===== config.mk =====
export PLATFORM = sky130hd
export DESIGN_NAME = instr_fetch_unit
export DESIGN_NICKNAME = d
export VERILOG_FILES = /design/src/rtl/instr_fetch_unit.sv
export SDC_FILE = /design/constraint.sdc
export NUM_CORES = 1
export LEC_CHECK = 0
export CORE_MARGIN = 5
export CORE_UTILIZATION = 54
export CTS_CLUSTER_SIZE = 20
export DETAILED_ROUTE_END_ITERATION = 16
export PLACE_DENSITY = 0.8
export SYNTH_ARGS = -nofsm -noshare
export SYNTH_HDL_FRONTEND = slang
export SYNTH_SLANG_ARGS = --single-unit

===== constraint.sdc =====
create_clock -name clock -period 3.93 [get_ports clock]
set_clock_uncertainty 0.1 [all_clocks]
set_input_delay 0.786 -clock clock [delete_from_list [all_inputs] [get_ports clock]]
set_output_delay 0.786 -clock clock [all_outputs]
set_load 0.02 [all_outputs]

===== src/rtl/instr_fetch_unit.sv =====
// Fetch stage: owns the fetch PC, issues one word read at a time to instruction
// memory and buffers returned instructions with their PCs in a prefetch FIFO.
// A redirect flushes the FIFO and any in-flight read, then restarts fetch.
module instr_fetch_unit #(
   parameter logic [31:0] RESET_PC   = 32'h0000_0000,
   parameter int unsigned FIFO_DEPTH = 4
) (
   input  logic        clock,
   input  logic        reset,
   output logic        mem_req_valid,
   output logic [31:0] mem_req_addr,
   input  logic        mem_req_ready,
   input  logic        mem_resp_valid,
   input  logic [31:0] mem_resp_data,
   input  logic        redirect_valid,
   input  logic [31:0] redirect_pc,
   output logic        instr_valid,
   output logic [31:0] instr,
   output logic [31:0] instr_pc,
   input  logic        instr_ready,
   output logic [31:0] fetch_pc
);

   localparam int unsigned PtrW = (FIFO_DEPTH > 1) ? $clog2(FIFO_DEPTH) : 1;
   localparam int unsigned CntW = PtrW + 1;
   localparam logic [CntW-1:0] DepthCnt = CntW'(FIFO_DEPTH);

   typedef enum logic [1:0] {StReq, StWait, StDrop} fetchStateT;

   fetchStateT      stateQ, stateD;
   logic [31:0]     fetchPcQ, fetchPcD;
   logic [31:0]     reqPcQ;
   logic [31:0]     fifoInstr [FIFO_DEPTH];
   logic [31:0]     fifoPc    [FIFO_DEPTH];
   logic [PtrW-1:0] wrPtrQ, rdPtrQ;
   logic [CntW-1:0] countQ;
   logic            reqFire, push, pop, notFull;
   logic [31:0]     redirectTarget;

   // Word-align the redirect target; the low two bits are never used.
   assign redirectTarget = redirect_pc & 32'hFFFF_FFFC;
   assign notFull        = countQ < DepthCnt;

   assign mem_req_addr = fetchPcQ;
   assign fetch_pc     = fetchPcQ;
   assign instr_valid  = (countQ != '0) && !reset;
   assign instr        = fifoInstr[rdPtrQ];
   assign instr_pc     = fifoPc[rdPtrQ];
   // A redirect flushes the FIFO, so it overrides a concurrent pop.
   assign pop          = instr_valid && instr_ready && !redirect_valid;

   // Next-state, request issue and push decision.
   always_comb begin
      stateD        = stateQ;
      fetchPcD      = fetchPcQ;
      mem_req_valid = 1'b0;
      reqFire       = 1'b0;
      push          = 1'b0;
      unique case (stateQ)
         StReq: begin
            mem_req_valid = notFull && !redirect_valid && !reset;
            reqFire       = mem_req_valid && mem_req_ready;
            if (reqFire) begin
               fetchPcD = fetchPcQ + 32'd4;
               stateD   = StWait;
            end
         end
         StWait: begin
            if (redirect_valid) begin
               // A response landing with the redirect is stale and discarded.
               stateD = mem_resp_valid ? StReq : StDrop;
            end else if (mem_resp_valid) begin
               push   = 1'b1;
               stateD = StReq;
            end
         end
         StDrop: begin
            if (mem_resp_valid) stateD = StReq;
         end
         default: stateD = StReq;
      endcase
      if (redirect_valid) fetchPcD = redirectTarget;
   end

   // FSM state, fetch PC and PC of the outstanding request.
   always_ff @(posedge clock) begin
      if (reset) begin
         stateQ   <= StReq;
         fetchPcQ <= RESET_PC;
         reqPcQ   <= RESET_PC;
      end else begin
         stateQ   <= stateD;
         fetchPcQ <= fetchPcD;
         if (reqFire) reqPcQ <= fetchPcQ;
      end
   end

   // FIFO pointers and occupancy; reset and redirect both empty the FIFO.
   always_ff @(posedge clock) begin
      if (reset || redirect_valid) begin
         wrPtrQ <= '0;
         rdPtrQ <= '0;
         countQ <= '0;
      end else begin
         if (push) wrPtrQ <= wrPtrQ + 1'b1;
         if (pop)  rdPtrQ <= rdPtrQ + 1'b1;
         case ({push, pop})
            2'b10:   countQ <= countQ + 1'b1;
            2'b01:   countQ <= countQ - 1'b1;
            default: countQ <= countQ;
         endcase
      end
   end

   // FIFO storage, written at the tail on every push.
   always_ff @(posedge clock) begin
      if (push) begin
         fifoInstr[wrPtrQ] <= mem_resp_data;
         fifoPc[wrPtrQ]    <= reqPcQ;
      end
   end

   // Requests are only issued with room left, so a push at full means a bug.
   pushAtFull: assert property (@(posedge clock) disable iff (reset)
      !(push && countQ == DepthCnt));

   // Memory must not answer when no request is outstanding.
   respInReq: assert property (@(posedge clock) disable iff (reset)
      !(stateQ == StReq && mem_resp_valid));

endmodule


# After elaboration in Yosys (flattened, before gate mapping)
# Memory sizes are Yosys's and may differ from the RTL's. A register that Yosys moved wholly into a read port is not among the register bits.
# Cells that the tools add are included.
# totals
ff_bits	73
mem_bits_rw	256
inputBits	70
output_inout_bits	130
word_cells	57
memories	2
# classes
n_addsub	5
order_cmp	1
eq_ne	5
mux	20
reduce_logical	17
# mem_list
name	words	width	rd	rd_ports_with_merged_regs	write_ports	line_no	text
fifoInstr	4	32	1	1	1	33	logic [31:0] fifoInstr [FIFO_DEPTH];
fifoPc	4	32	1	1	1	34	logic [31:0] fifoPc [FIFO_DEPTH];
# ops
cell	n
$mux W32	3
$add A32 B3 Y32 const B	1
$mux W2	8
$mux W1	7
$logic_and A1 B1 Y1	6
$pmux W2 S3	1
$pmux W3 S2	1
$reduce_bool A2 Y1	3
$add A2 B1 Y2 const B	2
$eq A2 B1 Y1 const B	2
$eq A2 B2 Y1 const B	2
$reduce_and A2 Y1	2
$add A3 B1 Y3 const B	1
$lt A3 B3 Y1 const B	1
$reduce_bool A3 Y1	1
$sub A3 B1 Y3 const B	1
$logic_not A1 Y1	2
$logic_not A2 Y1	1
$ne A2 B2 Y1 const B	1
$reduce_or A2 Y1	1
$logic_or A1 B1 Y1	1

# Longest topological paths before layout
# Gate-level depths: netlist of the first run.
# logic_depth
depth_word	7
ltp_mapped	10
depth_no_buf	10

# Least setup slack after synthesis of the first run
# No wires, ideal clock.
# synth_path
path_type	in2reg
startpoint	input redirect_valid
endpoint	memory fifoInstr[0][0], enable pin
setup_ns	0.426
arrival_time_ns	2.856
t_required_ns	3.404
slack_ns	0.547
cell_stages	4
path_buffers	2
cell_sequence	buf_6 > clkbuf_1 > nor2_1 > and2_1
# synth_via
elab_chain_cells	4
# synth_lines
item	line_no	text
start, declared	15	input logic redirect_valid,
$mux W1	69	if (redirect_valid) begin
$mux W1	59	unique case (stateQ)
$mux W1	117	if (push) begin
$mux W1 (not written as such)	118	fifoInstr[wrPtrQ] <= mem_resp_data;
end, declared	33	
# Every way passes these cells.

==> results of run 1 <==
## cell usage after synthesis, drive strengths merged (9+ instances only)
cell    count
buf        54
nand3      11
nor2b      11
clkbuf     24
xor2       10
nand2      79
nand4      16
nor2       32
xnor2       9
edfxtp    248
o21ai      15
dfxtp      71
a21oi      52
mux4       62
inv        14
## metal layers
layer / global-route usage / part of all wire / vias up
met4: 0.0400 / 0.013 / 0
li1: - / - / 3323
met2: 0.318 / 0.48 / 301
met1: 0.285 / 0.43 / 3531
met5: 0 / 0 / -
met3: 0.0382 / 0.071 / 28
## sequential cells by signal, indices dropped and copies added, names as in the netlist, named ones only
signal	cells
countQ	3
fetch_pc	30
fifoInstr	128
fifoPc	120
rdPtrQ	2
reqPcQ	30
stateQ	2
wrPtrQ	2
## cell usage in the layout (no fill, tap or decap), types with 3 or more instances in the layout
master	instances
edfxtp_1	248
clkdlybuf4s50_1	189
nand2_1	78
dfxtp_1	69
mux4_2	62
a21oi_1	52
nor2_1	32
clkbuf_16	32
o21ai_0	15
inv_1	14
nand4_1	14
nor2b_1	11
nand3_1	11
xor2_1	10
xnor2_1	9
clkinv_2	9
buf_4	9
a31oi_1	8
nor3_1	7
a22oi_1	7
clkbuf_8	7
buf_12	7
and3_1	6
ha_1	6
conb_1	6
mux2i_1	5
o22ai_1	5
o21a_1	5
clkinv_1	5
and2_4	4
and2_1	3
nor4_1	3
nand3b_1	3
or3_1	3
## how the worst min path moves through the flow
stage,slack (ps),from,to,cells after the start
floorplan,360,reqPcQ[10],fifoPc[0][10],0
global placement,380,reqPcQ[3],fifoPc[2][3],0
detailed placement,390,reqPcQ[14],fifoPc[2][14],0
CTS,400,reqPcQ[3],reqPcQ[3],2
global route,420,reqPcQ[23],reqPcQ[23],2
finish,390,reqPcQ[3],reqPcQ[3],2
## through the flow
stage / power (mW) / hold WS (ps) / utilization / worst slack, ps
2_1_floorplan: 3.95 / 360 / - / 547
3_3_place_gp: 4.12 / 376 / 0.633 / 633
3_5_place_dp: 4.13 / 387 / 0.633 / 615
4_1_cts: 7.04 / 397 / 0.677 / 390
5_1_grt: 7.23 / 422 / 0.677 / 314
6_report: 6.98 / 394 / 0.677 / 461
## worst max-delay path, stage by stage (launching register included)
cell and delay (ps):
dfxtp_4 610, buf_12 270, mux4_2 510, clkdlybuf4s50_1 620
## kinds of logic (layout without fill, tap and decap cells)
logic type      count (synthesis)  count (layout)  synth area share
flops                         319             319             0.703
buf+inv                        92             278            0.0399
fa+ha+maj                       7               7           0.00754
simple gates                  190             190            0.0772
xor+xnor                       19              19            0.0132
other cells                     1               6          0.000297
mux                            67              67             0.115
compound gates                 98              98            0.0444
## layout make-up
type                       instances  share of cell area
multi-input combinational        387               0.208
tap                              319              0.0253
timing repair buffer             207               0.134
clock inverter                    17             0.00858
clock buffer                      40              0.0572
sequential                       319               0.564
inverter                          14             0.00334
## power groups by stage
stage / registers [mW] / logic [mW] / clock network [mW]
floorplan: 3.78 / 0.172 / 0
detailed placement: 3.77 / 0.352 / 0
global route: 3.71 / 0.378 / 3.14
CTS: 3.70 / 0.355 / 2.98
global placement: 3.77 / 0.349 / 0
finish: 3.70 / 0.354 / 2.92
==> metrics.csv, run 1 <==
stage,metric,value,unit
run_status,status,"finished, final reports clean",
synth,Yosys cell types,48,
timing,Fin Setup TNS,0,ps
critical_path,startpoint type of the worst setup path,flip-flop,
floorplanning,Ports,200,
clock_network,Clock Pin Slew Worst Setup and Hold Paths,60,ps
timing,Final min period,3470,ps
power_and_ir_drop,clock power share,0.418,
power_and_ir_drop,Switch Pwr,1.42,mW
flow_run,number of max-cap violations,0,
clock_network,CTS Buffer Depth,3,
synth,Yosys warnings,0,
power_and_ir_drop,Peak VDD IR,263,uV
grt,remaining global-route overflow,0,
timing,Fmax,288,MHz
route,drt via density,5.51,
floorplanning,full die area,26500,um2
critical_path,reg2reg path depth,6,
route,via count,7183,
timing,Final Hold Viols,0,
synth,"FFs w/ async S/R, synth",0,
placement,placement-stage cell area,14700,um2
clock_network,CTS Sinks,319,
power_and_ir_drop,cell internal pwr,5.56,mW
layout,fill count,1644,
grt,first-pass GRT wire length,41.1,mm
floorplanning,core footprint,23300,um2
synth,part of the Yosys area used for sequential elements,0.703,
synth,Netlist Area Pre-Place,12600,um2
power_and_ir_drop,Power Dens Cells,443,nW/um2
route,initial drt markers,589,
critical_path,critical path data required time,3040,ps
synth,top post-synthesis cells by area,"edfxtp_1, dfxtp_1, mux4_2",
grt,Tot GR Track Use,0.197,
floorplanning,number of core rows,56,
timing,final setup fails,0,
synth,top cell type's share of synthesized area,0.590,
synth,ys flop type,edfxtp_1,
placement,routability cong.,0.925,
clock_network,Clock Latency Late Sink,540,ps
grt,initial antenna violation count,0,
timing,period utilization,0.883,
critical_path,critical path class,reg -> out,
placement,HPWL Detailed,16.9,mm
layout,ANT cells,0,
clock_network,CTS tree,built,
route,WL final,26.2,mm
layout,Register Area,8880,um2
layout,Multi-input gate area,3280,um2
critical_path,"reg-to-reg slack, setup",1280,ps
critical_path,Critical Path AT,2580,ps
route,wire length per cell,20.1,um
clock_network,CTS root buffer,clkbuf_16,
critical_path,Reg-to-Reg Start,fetch_pc[2],
critical_path,CP endpoint kind,output pin,
clock_network,H-tree depth,1,
placement,dpl cells,1246,
critical_path,critical path endpoint,instr_pc[3],
synth,leading area contributor after synthesis,edfxtp_1,
power_and_ir_drop,leakage dissipation,5.01,nW
synth,Cells after Synth,793,
power_and_ir_drop,combinational share of power,0.051,
timing,Slew headroom,0.370,
floorplanning,Die Height,163,um
synth,Synth Register Bits,319,
route,Residual DRC,0,
layout,final instance area,15800,um2
synth,"EDFF count, synth",248,
layout,final std cells w/o fill,1303,
power_and_ir_drop,switching part of the total,0.203,
power_and_ir_drop,Flop pwr share,0.531,
grt,largest net degree at the start of global routing,53,
route,Initial DRT Pass Iterations,5,
clock_network,total CTS buffers,31,
placement,Port Buf Inserts,191,
route,Post-DRT Antenna Nets,0,
grt,vias in the first global route,7365,
floorplanning,Die Width,163,um
floorplanning,Initial Util,0.542,
critical_path,Critical R2R Capture,fetch_pc[22],
clock_network,Post-CTS Setup Inserts,0,
timing,RSZ-0062 raised after global routing,false,
layout,P&R area growth vs syn,24.8,%
layout,share of layout cells above drive strength 1,0.149,
timing,"Slew Viols, Final",0,
timing,worst slew pin tran,937,ps
synth,Mapped Avg Cell Area,15.9,um2
clock_network,post_cts resized,0,
worst_hold_path,HP Class,reg -> reg,
clock_network,CTS Hold Bufs,0,
layout,nets@finish,1037,
critical_path,crit-path max FO,20,
Note: power is estimated with default switching activity, not from simulation.
==> run 2, diff against run 1 <==
--- a/config.mk
+++ b/config.mk
@@ -5,11 +5,13 @@
 export SDC_FILE = /design/constraint.sdc
 export NUM_CORES = 1
 export LEC_CHECK = 0
+export ABC_CLOCK_PERIOD_IN_PS = 3930
 export CORE_MARGIN = 5
 export CORE_UTILIZATION = 54
 export CTS_CLUSTER_SIZE = 20
 export DETAILED_ROUTE_END_ITERATION = 16
 export PLACE_DENSITY = 0.8
+export SLEW_MARGIN = 20
 export SYNTH_ARGS = -nofsm -noshare
 export SYNTH_HDL_FRONTEND = slang
 export SYNTH_SLANG_ARGS = --single-unit
==> results of run 2 <==
No change in the layout: final DEF, timing and power equal those of run 1.
==> run 3, diff against run 2 <==
--- a/config.mk
+++ b/config.mk
@@ -7,10 +7,11 @@
 export LEC_CHECK = 0
 export ABC_CLOCK_PERIOD_IN_PS = 3930
 export CORE_MARGIN = 5
-export CORE_UTILIZATION = 54
+export CORE_UTILIZATION = 45
+export CTS_BUF_LIST = sky130_fd_sc_hd__clkbuf_2
 export CTS_CLUSTER_SIZE = 20
 export DETAILED_ROUTE_END_ITERATION = 16
-export PLACE_DENSITY = 0.8
+export PLACE_DENSITY = 0.69
 export SLEW_MARGIN = 20
 export SYNTH_ARGS = -nofsm -noshare
 export SYNTH_HDL_FRONTEND = slang
==> run 3 against run 2 <==
  * Final cell count grew 12%
  * Final area decreased by 1.1%
  * Non-clock buffer count increased by 15
  * Clock power down 30%
  * Sequential power about the same
  * Sequential share of layout area increased by 0.62 points
  * Critical endpoint is now instr_pc[11]
  * Largest cell class unchanged
==> metrics.csv, run 3 (synthesis gave the netlist of run 1 again) <==
stage,metric,value,unit
grt,first-pass GRT wire length,43.1,mm
layout,top flop regs,"fifoInstr (128), fifoPc (120)",
route,WL final,27.4,mm
grt,initial antenna violation count,1,
route,Residual DRC,0,
clock_network,CTS Sinks,319,
power_and_ir_drop,total power,6.09,mW
critical_path,startpoint type of the worst setup path,flip-flop,
worst_hold_path,HP Class,in -> reg,
floorplanning,number of core rows,61,
critical_path,crit-path max FO,32,
timing,Slew headroom,0.417,
timing,"Slew Viols, Final",0,
layout,Largest register FFs,128,
clock_network,Clock Pin Slew Worst Setup and Hold Paths,100,ps
critical_path,critical path class,reg -> out,
layout,Largest Register,fifoInstr,
critical_path,reg2reg path depth,6,
layout,nets@finish,1102,
clock_network,H-tree depth,3,
timing,period utilization,0.914,
timing,Fmax,278,MHz
floorplanning,Die Height,177,um
route,via count,7525,
critical_path,Reg-to-Reg Start,fetch_pc[3],
clock_network,Clock Latency Late Sink,810,ps
timing,Final Hold Viols,0,
critical_path,Critical R2R Capture,fetch_pc[16],
floorplanning,Initial Util,0.455,
route,Post-DRT Antenna Nets,0,
timing,worst slew pin tran,868,ps
timing,final setup fails,0,
route,wire length per cell,18.7,um
layout,"commonest non-fill, non-tap cells in the layout","edfxtp_1, clkdlybuf4s50_1, clkbuf_2, nand2_1, dfxtp_1",
layout,share of layout cells above drive strength 1,0.216,
critical_path,Critical Path AT,2710,ps
route,drt via density,5.15,
timing,Final min period,3590,ps
worst_hold_path,Hold Path Depth,4,
clock_network,post_cts resized,0,
clock_network,CTS tree,built,
layout,P&R area growth vs syn,23.5,%
clock_network,CTS Buffer Depth,3,
grt,largest net degree at the start of global routing,63,
power_and_ir_drop,leakage dissipation,5.10,nW
route,Initial DRT Pass Iterations,5,
floorplanning,Die Width,177,um
clock_network,CTS root buffer,clkbuf_2,
timing,Fin Setup TNS,0,ps
timing,RSZ-0062 raised after global routing,false,
grt,Tot GR Track Use,0.176,
run_status,status,"finished, final reports clean",
critical_path,critical path endpoint,instr_pc[11],
placement,routability cong.,0.886,
clock_network,total CTS buffers,81,
critical_path,"reg-to-reg slack, setup",1420,ps
grt,remaining global-route overflow,0,
placement,Port Buf Inserts,191,
layout,most common library cell in the layout ignoring fill and taps,edfxtp_1,
grt,vias in the first global route,7924,
worst_hold_path,hold path start,reset,
power_and_ir_drop,Power Dens Cells,391,nW/um2
critical_path,CP endpoint kind,output pin,
flow_run,number of max-cap violations,0,
floorplanning,full die area,31500,um2
route,initial drt markers,500,
floorplanning,Ports,200,
placement,HPWL Detailed,17.2,mm
floorplanning,core footprint,27700,um2
critical_path,critical path data required time,3040,ps
power_and_ir_drop,Peak VDD IR,161,uV
## run 3: changes by cell type in the layout (fill, tap and decap cells not counted)
cell,change
inv_8,-1
diode_2,+2
clkbuf_8,-7
bufinv_16,-2
clkbuf_2,+119
clkbuf_1,-1
clkinv_2,-9
clkbuf_16,-32
inv_2,+4
buf_4,+15
clkinv_1,+12
## run 3: worst min path at each step
stage                    endpoint  slack (ps)
detailed placement     reqPcQ[30]         390
CTS                     stateQ[0]         160
global placement    fifoPc[3][17]         380
finish                  stateQ[0]         270
floorplan           fifoPc[0][10]         360
global route            stateQ[0]         190
## run 3: timing repair
| action | in CTS | in global routing |
|---|---|---|
| endpoints found under the setup margin | 0 | 38 |
| hold buffers | 0 | 0 |
| setup buffers | 0 | 8 |
## run 3: metal layers
layer / part of all wire / vias up / global-route usage
li1: - / 3509 / -
met1: 0.43 / 3646 / 0.237
met2: 0.47 / 325 / 0.274
met3: 0.079 / 45 / 0.0494
met4: 0.019 / 0 / 0.0648
met5: 0 / - / 0
## run 3: per-stage QoR
stage / util / instance area (um2) / hold slack (ps) / cells / setup WS [ps]
floorplan: - / 12600 / 360 / 798 / 547
global placement: 0.536 / 14800 / 378 / 1312 / 685
detailed placement: 0.536 / 14800 / 390 / 1312 / 651
CTS: 0.560 / 15500 / 160 / 1452 / 8.83
global route: 0.562 / 15600 / 187 / 1462 / 123
finish: 0.562 / 15600 / 269 / 1462 / 336
## run 3: worst max-delay path: stages (launching register included)
cell and delay, ps:
dfxtp_4 710, buf_4 310, mux4_2 340, clkdlybuf4s50_1 560
## run 3: layout make-up
cell class	count	area, um2
diodes	2	5.00
clock buffers	119	596
clock inverters	21	78.8
fillers	2256	12100
inverters	14	52.6
multi-input cells	387	3280
flip-flops and latches	319	8880
well taps	378	473
repair buffers	222	2220
## run 3: power by group
part	internal, mW	leakage, nW	switching (mW)
combinational	0.176	1.81	0.178
sequential	3.64	2.76	0.0562
clock	0.801	0.538	1.24
